<file path="src/rtl/param_prom_emul.sv">
// param_prom_emul: parameter-PROM responder for standalone/loopback builds.
// Streams a locally written byte image on PARAM_DAT under reader PROM controls.
module param_prom_emul #(
  parameter int ADDR_W      = 8,
  parameter int SYNC_STAGES = 2
) (
  input  logic              CLK,
  input  logic              RST,
  input  logic              PARAM_CLK,
  input  logic              PARAM_CE_B,
  input  logic              PARAM_OE,
  output logic [7:0]        PARAM_DAT,
  output logic              DAT_OE,
  input  logic              WR_EN,
  input  logic [ADDR_W-1:0] WR_ADDR,
  input  logic [7:0]        WR_DATA,
  output logic [ADDR_W:0]   BYTE_CNT,
  output logic              WRAP,
  output logic              ACTIVE
);

  localparam int DEPTH = 1 << ADDR_W;
  localparam logic [ADDR_W:0] CNT_MAX = (ADDR_W+1)'(DEPTH);
  localparam logic [ADDR_W-1:0] ADDR_MAX = '1;

  typedef enum logic [1:0] {
    IDLE,
    ARMED,
    STREAM
  } state_t;

  state_t state, state_nxt;

  logic [SYNC_STAGES-1:0] ce_sync;
  logic [SYNC_STAGES-1:0] oe_sync;
  logic [SYNC_STAGES-1:0] pclk_sync;
  logic                   pclk_d;
  logic                   ce_s, oe_s, pclk_s, rise;

  logic [ADDR_W-1:0] addr, addr_nxt;
  logic [ADDR_W:0]   cnt_nxt;
  logic              wrap_nxt;
  logic [7:0]        rd_data;
  logic [7:0]        mem [DEPTH];

  // CE is inverted ahead of the synchronizer so a reset chain reads as deasserted
  always_ff @(posedge CLK or posedge RST) begin
    if (RST) begin
      ce_sync   <= '0;
      oe_sync   <= '0;
      pclk_sync <= '0;
      pclk_d    <= 1'b0;
    end else begin
      ce_sync   <= {ce_sync[SYNC_STAGES-2:0], ~PARAM_CE_B};
      oe_sync   <= {oe_sync[SYNC_STAGES-2:0], PARAM_OE};
      pclk_sync <= {pclk_sync[SYNC_STAGES-2:0], PARAM_CLK};
      pclk_d    <= pclk_s;
    end
  end

  assign ce_s   = ce_sync[SYNC_STAGES-1];
  assign oe_s   = oe_sync[SYNC_STAGES-1];
  assign pclk_s = pclk_sync[SYNC_STAGES-1];
  assign rise   = pclk_s & ~pclk_d;

  always_comb begin
    state_nxt = state;
    addr_nxt  = addr;
    cnt_nxt   = BYTE_CNT;
    wrap_nxt  = WRAP;
    unique case (state)
      IDLE: begin
        if (ce_s) state_nxt = ARMED;
      end
      ARMED: begin
        if (!ce_s)     state_nxt = IDLE;
        else if (oe_s) state_nxt = STREAM;
      end
      STREAM: begin
        if (!ce_s) begin
          state_nxt = IDLE;
        end else if (!oe_s) begin
          state_nxt = ARMED;
        end else if (rise) begin
          addr_nxt = addr + ADDR_W'(1);
          if (BYTE_CNT != CNT_MAX) cnt_nxt = BYTE_CNT + (ADDR_W+1)'(1);
          if (addr == ADDR_MAX) wrap_nxt = 1'b1;
        end
      end
      default: state_nxt = IDLE;
    endcase
    // Leaving CE wins over any same-cycle edge
    if (state_nxt == IDLE) begin
      addr_nxt = '0;
      cnt_nxt  = '0;
      wrap_nxt = 1'b0;
    end
  end

  always_ff @(posedge CLK or posedge RST) begin
    if (RST) begin
      state    <= IDLE;
      addr     <= '0;
      BYTE_CNT <= '0;
      WRAP     <= 1'b0;
      DAT_OE   <= 1'b0;
      rd_data  <= 8'h00;
    end else begin
      state    <= state_nxt;
      addr     <= addr_nxt;
      BYTE_CNT <= cnt_nxt;
      WRAP     <= wrap_nxt;
      DAT_OE   <= (state_nxt == STREAM);
      rd_data  <= mem[addr];
    end
  end

  always_ff @(posedge CLK) begin
    if (WR_EN) mem[WR_ADDR] <= WR_DATA;
  end

  assign PARAM_DAT = DAT_OE ? rd_data : 8'h00;
  assign ACTIVE    = (state != IDLE);

endmodule

</file>
<file path="config.mk">
export PLATFORM = sky130hd
export DESIGN_NAME = param_prom_emul
export DESIGN_NICKNAME = d
export VERILOG_FILES = /design/src/rtl/param_prom_emul.sv
export SDC_FILE = /design/constraint.sdc
export NUM_CORES = 2
export LEC_CHECK = 0
export CAP_MARGIN = 0
export CORE_AREA = 2 2 253 505
export CTS_BUF_LIST = sky130_fd_sc_hd__clkbuf_2 sky130_fd_sc_hd__clkbuf_4 sky130_fd_sc_hd__clkbuf_8
export DETAILED_ROUTE_END_ITERATION = 16
export DIE_AREA = 0 0 255 507
export PLACE_DENSITY = 0.78
export SLEW_MARGIN = 20
export SYNTH_ARGS = -nofsm -noshare
export SYNTH_HDL_FRONTEND = slang
export SYNTH_SLANG_ARGS = --single-unit
</file>
<file path="constraint.sdc">
create_clock -name CLK -period 5.4 [get_ports CLK]
set_input_delay 1.08 -clock CLK [delete_from_list [all_inputs] [get_ports CLK]]
set_output_delay 1.08 -clock CLK [all_outputs]
set_load 0.02 [all_outputs]
</file>
==> metrics.cfg <==
[status]
outcome=finished clean

[cells_and_area]
drive_above_1_share=0.230
fill_cells=7134
final_cell_mix=edfxtp_1, mux4_2, clkbuf_8, nor2_1, a22oi_1
nets=4197
finalInstanceArea_um2=88800
syn2layout_area_growth_pct=9.53
layout_commonest_cell=edfxtp_1

[global_routing]
met2_usage=0.557
met3_usage=0.0557
grt_pass1_wl_um=290000
grt_antenna_before_repair=7
grt_usage=0.323
grt_max_degree=161
busiest_layer=met2
gr-usage-met1=0.343
first_global_vias=42500
overflow=0

[synthesis]
syn_inst=3981
ys_seq_area_frac=0.770
syn_area_um2=81100
yosysWarnings=0
syn_nets=4006
synth_edf_count=2048
synth_cell_types=50
synth-seq-cells=2084
synthFlopType=edfxtp_1
async_flop_share=0.0173
avgSynthCellArea_um2=20.4

[setup_path]
r2r-start=addr[0]
cpMostUsedCell=a211oi_1
endpoint_kind=register
cp_cell_sequence=buf_4, mux4_2, and2_1, a211oi_1, a211oi_1, o32ai_1, o211ai_1
cp-start-kind=register
path_delay_family=compound AO/OA/AOI/OAI gates
required_ns=6.20
crit_fanout=40
crit_buf_inv=1
cp-startpoint=addr[0]
worst-setup-path-type=reg2reg
slowest_stage=o32ai_1
cp.arrival_ns=5.06
slowest_delay_ns=0.87

[pwr]
p_sw_w=0.00604
clkPwrFrac=0.387
p_int_w=0.0239
powerDensity_nw_per_um2=337
leakagePower_nw=26.7
ir_worst_vdd_mv=0.196
switching_share=0.202
pwr-share-comb=0.018
p_seq_frac=0.595

[placement]
hpwl_um=132000
port_buffers=41
postPlaceCellArea_um2=83500
gp_congestion=1.12

[clock_tree]
clockBufferDepth=4
ctsRootBufferMaster=clkbuf_8
cts_hold_buf=0
htree_levels=5
cts_num_sinks=2084
clk_latency_ns=0.98
cts.clk_slew.worst_paths_ns=0.07
postCtsSetupBuffers=0
ctsResizeCount=0
tritoncts=yes
numCtsBuffers=286

[die]
die_h_um=507
start_util=0.646
die_w_um=255
num_rows=184
core_um2=125000
die_area_um2=129000
io_pins=42

[timing]
fin_skew_ns=0.0373
fin_crit_ns=4.26
clock.fmax_ghz=0.235
min_period_over_period=0.789
setup_tns_ns=0
holdWs_ns=0.336
setup_viol=0
maxSlewViolCount=0
worst_pin_slew_ns=1.22
hold_viol=0
rsz0062_at_grt=no
slew_headroom=0.184

[route]
vias_per_cell=6.78
drt_iter0_markers=4637
drcViolationCount=0
vias=40900
finalWirelength_um=204000
ant_nets=0
firstDrtPassIters=6
wl_per_cell_um=33.9

[job]
maxCapViolCount=0

[worst_hold_path]
hold_start=oe_sync[0]
worstHoldPathType=reg2reg

-- state kept, by name (all words and copies together), names as in the netlist --
signal,count
BYTE_CNT,9
state,2
pclk_sync,2
ce_sync,2
addr,8
WRAP,1
mem,2048
rd_data,8
DAT_OE,1
oe_sync,2
pclk_d,1
-- Yosys cell counts (2+ instances only) --
| library cell | n | area share |
|---|---|---|
| buf_6 | 23 | 0.0032 |
| mux4_2 | 443 | 0.12 |
| and2_1 | 29 | 0.0022 |
| nand4_1 | 33 | 0.0025 |
| mux2_2 | 2 | 0.00028 |
| nor4_1 | 16 | 0.0012 |
| buf_2 | 50 | 0.0031 |
| o22a_1 | 7 | 0.00076 |
| a21o_1 | 8 | 0.00074 |
| o21ai_0 | 19 | 0.0012 |
| a211oi_1 | 28 | 0.0026 |
| nor2_1 | 291 | 0.013 |
| buf_4 | 22 | 0.0020 |
| or3_1 | 8 | 0.00062 |
| nand2b_1 | 10 | 0.00077 |
| nand3_1 | 70 | 0.0043 |
| a311oi_1 | 7 | 0.00076 |
| dfrtp_1 | 36 | 0.011 |
| a31oi_1 | 20 | 0.0015 |
| xor2_1 | 7 | 0.00076 |
| o221ai_1 | 6 | 0.00065 |
| xnor2_1 | 8 | 0.00086 |
| nor2b_1 | 14 | 0.0011 |
| o22ai_1 | 21 | 0.0016 |
| inv_1 | 9 | 0.00042 |
| and3b_1 | 2 | 0.00022 |
| or2_2 | 7 | 0.00054 |
| a21oi_1 | 83 | 0.0051 |
| ha_1 | 3 | 0.00046 |
| clkbuf_1 | 135 | 0.0063 |
| o2111ai_1 | 7 | 0.00076 |
| mux2i_1 | 171 | 0.021 |
| a22oi_1 | 183 | 0.017 |
| a221oi_1 | 4 | 0.00043 |
| o211ai_1 | 11 | 0.0010 |
| and3_1 | 12 | 0.00093 |
| o32ai_1 | 7 | 0.00076 |
| nand2_1 | 95 | 0.0044 |
| buf_1 | 16 | 0.00074 |
| edfxtp_1 | 2048 | 0.76 |
-- worst register-to-register path, stage by stage (launching register included) --
cell and delay (ns):
dfrtp_4 0.84, buf_4 0.73, mux4_2 0.66, and2_1 0.21, a211oi_1 0.39, a211oi_1 0.21
o32ai_1 0.87, o211ai_1 0.20
-- stage by stage --
step	util	std cells	power [W]	setup WS (ns)
detailed placement	0.665	5558	0.0187	0.811
CTS	0.708	6029	0.0300	1.29
finish	0.708	6033	0.0299	1.14
global route	0.708	6031	0.0307	1.11
floorplan	-	3981	0.0183	2.50
global placement	0.665	5558	0.0187	0.985
-- power groups by stage --
stage | registers [W] | logic [W] | clock network, W
2_1_floorplan | 0.0182 | 0.000148 | 0
3_3_place_gp | 0.0182 | 0.000529 | 0
3_5_place_dp | 0.0182 | 0.000548 | 0
4_1_cts | 0.0178 | 0.000549 | 0.0117
5_1_grt | 0.0178 | 0.000578 | 0.0123
6_report | 0.0178 | 0.000552 | 0.0116
-- layer usage --
layer,up-vias,share of wire
li1,16800,-
met1,20900,0.30
met2,2393,0.52
met5,-,0.00013
met3,737,0.074
met4,4,0.10
-- path summary, 6_finish.rpt --
check | to | cells after the start | slack (ns)
min | oe_sync[1] | 0 | 0.34
min in group asynchronous | rd_data[7] | 3 | 0.55
max reg2reg | rd_data[2] | 7 | 1.14
max | rd_data[2] | 7 | 1.14
min reg2reg | oe_sync[1] | 0 | 0.34
max in group asynchronous | addr[1] | 3 | 4.41
-- layout make-up --
| cell class | instances | area, µm² | share of cell area |
|---|---|---|---|
| sequential | 2084 | 62400 | 0.703 |
| multi-input combinational | 1640 | 17500 | 0.197 |
| clock buffer | 364 | 4570 | 0.0515 |
| tap | 1674 | 2090 | 0.0236 |
| timing repair buffer | 149 | 1480 | 0.0166 |
| clock inverter | 107 | 742 | 0.00836 |
| inverter | 11 | 41.3 | 0.000465 |
| antenna | 4 | 10.0 | 0.000113 |
-- logic make-up after synthesis --
group / synth area share
mux: 0.144
flops: 0.770
fa+ha+maj: 0.000463
simple gates: 0.0325
compound gates: 0.0355
buf+inv: 0.0158
xor+xnor: 0.00162
Note: power is estimated with default switching activity, not from simulation.
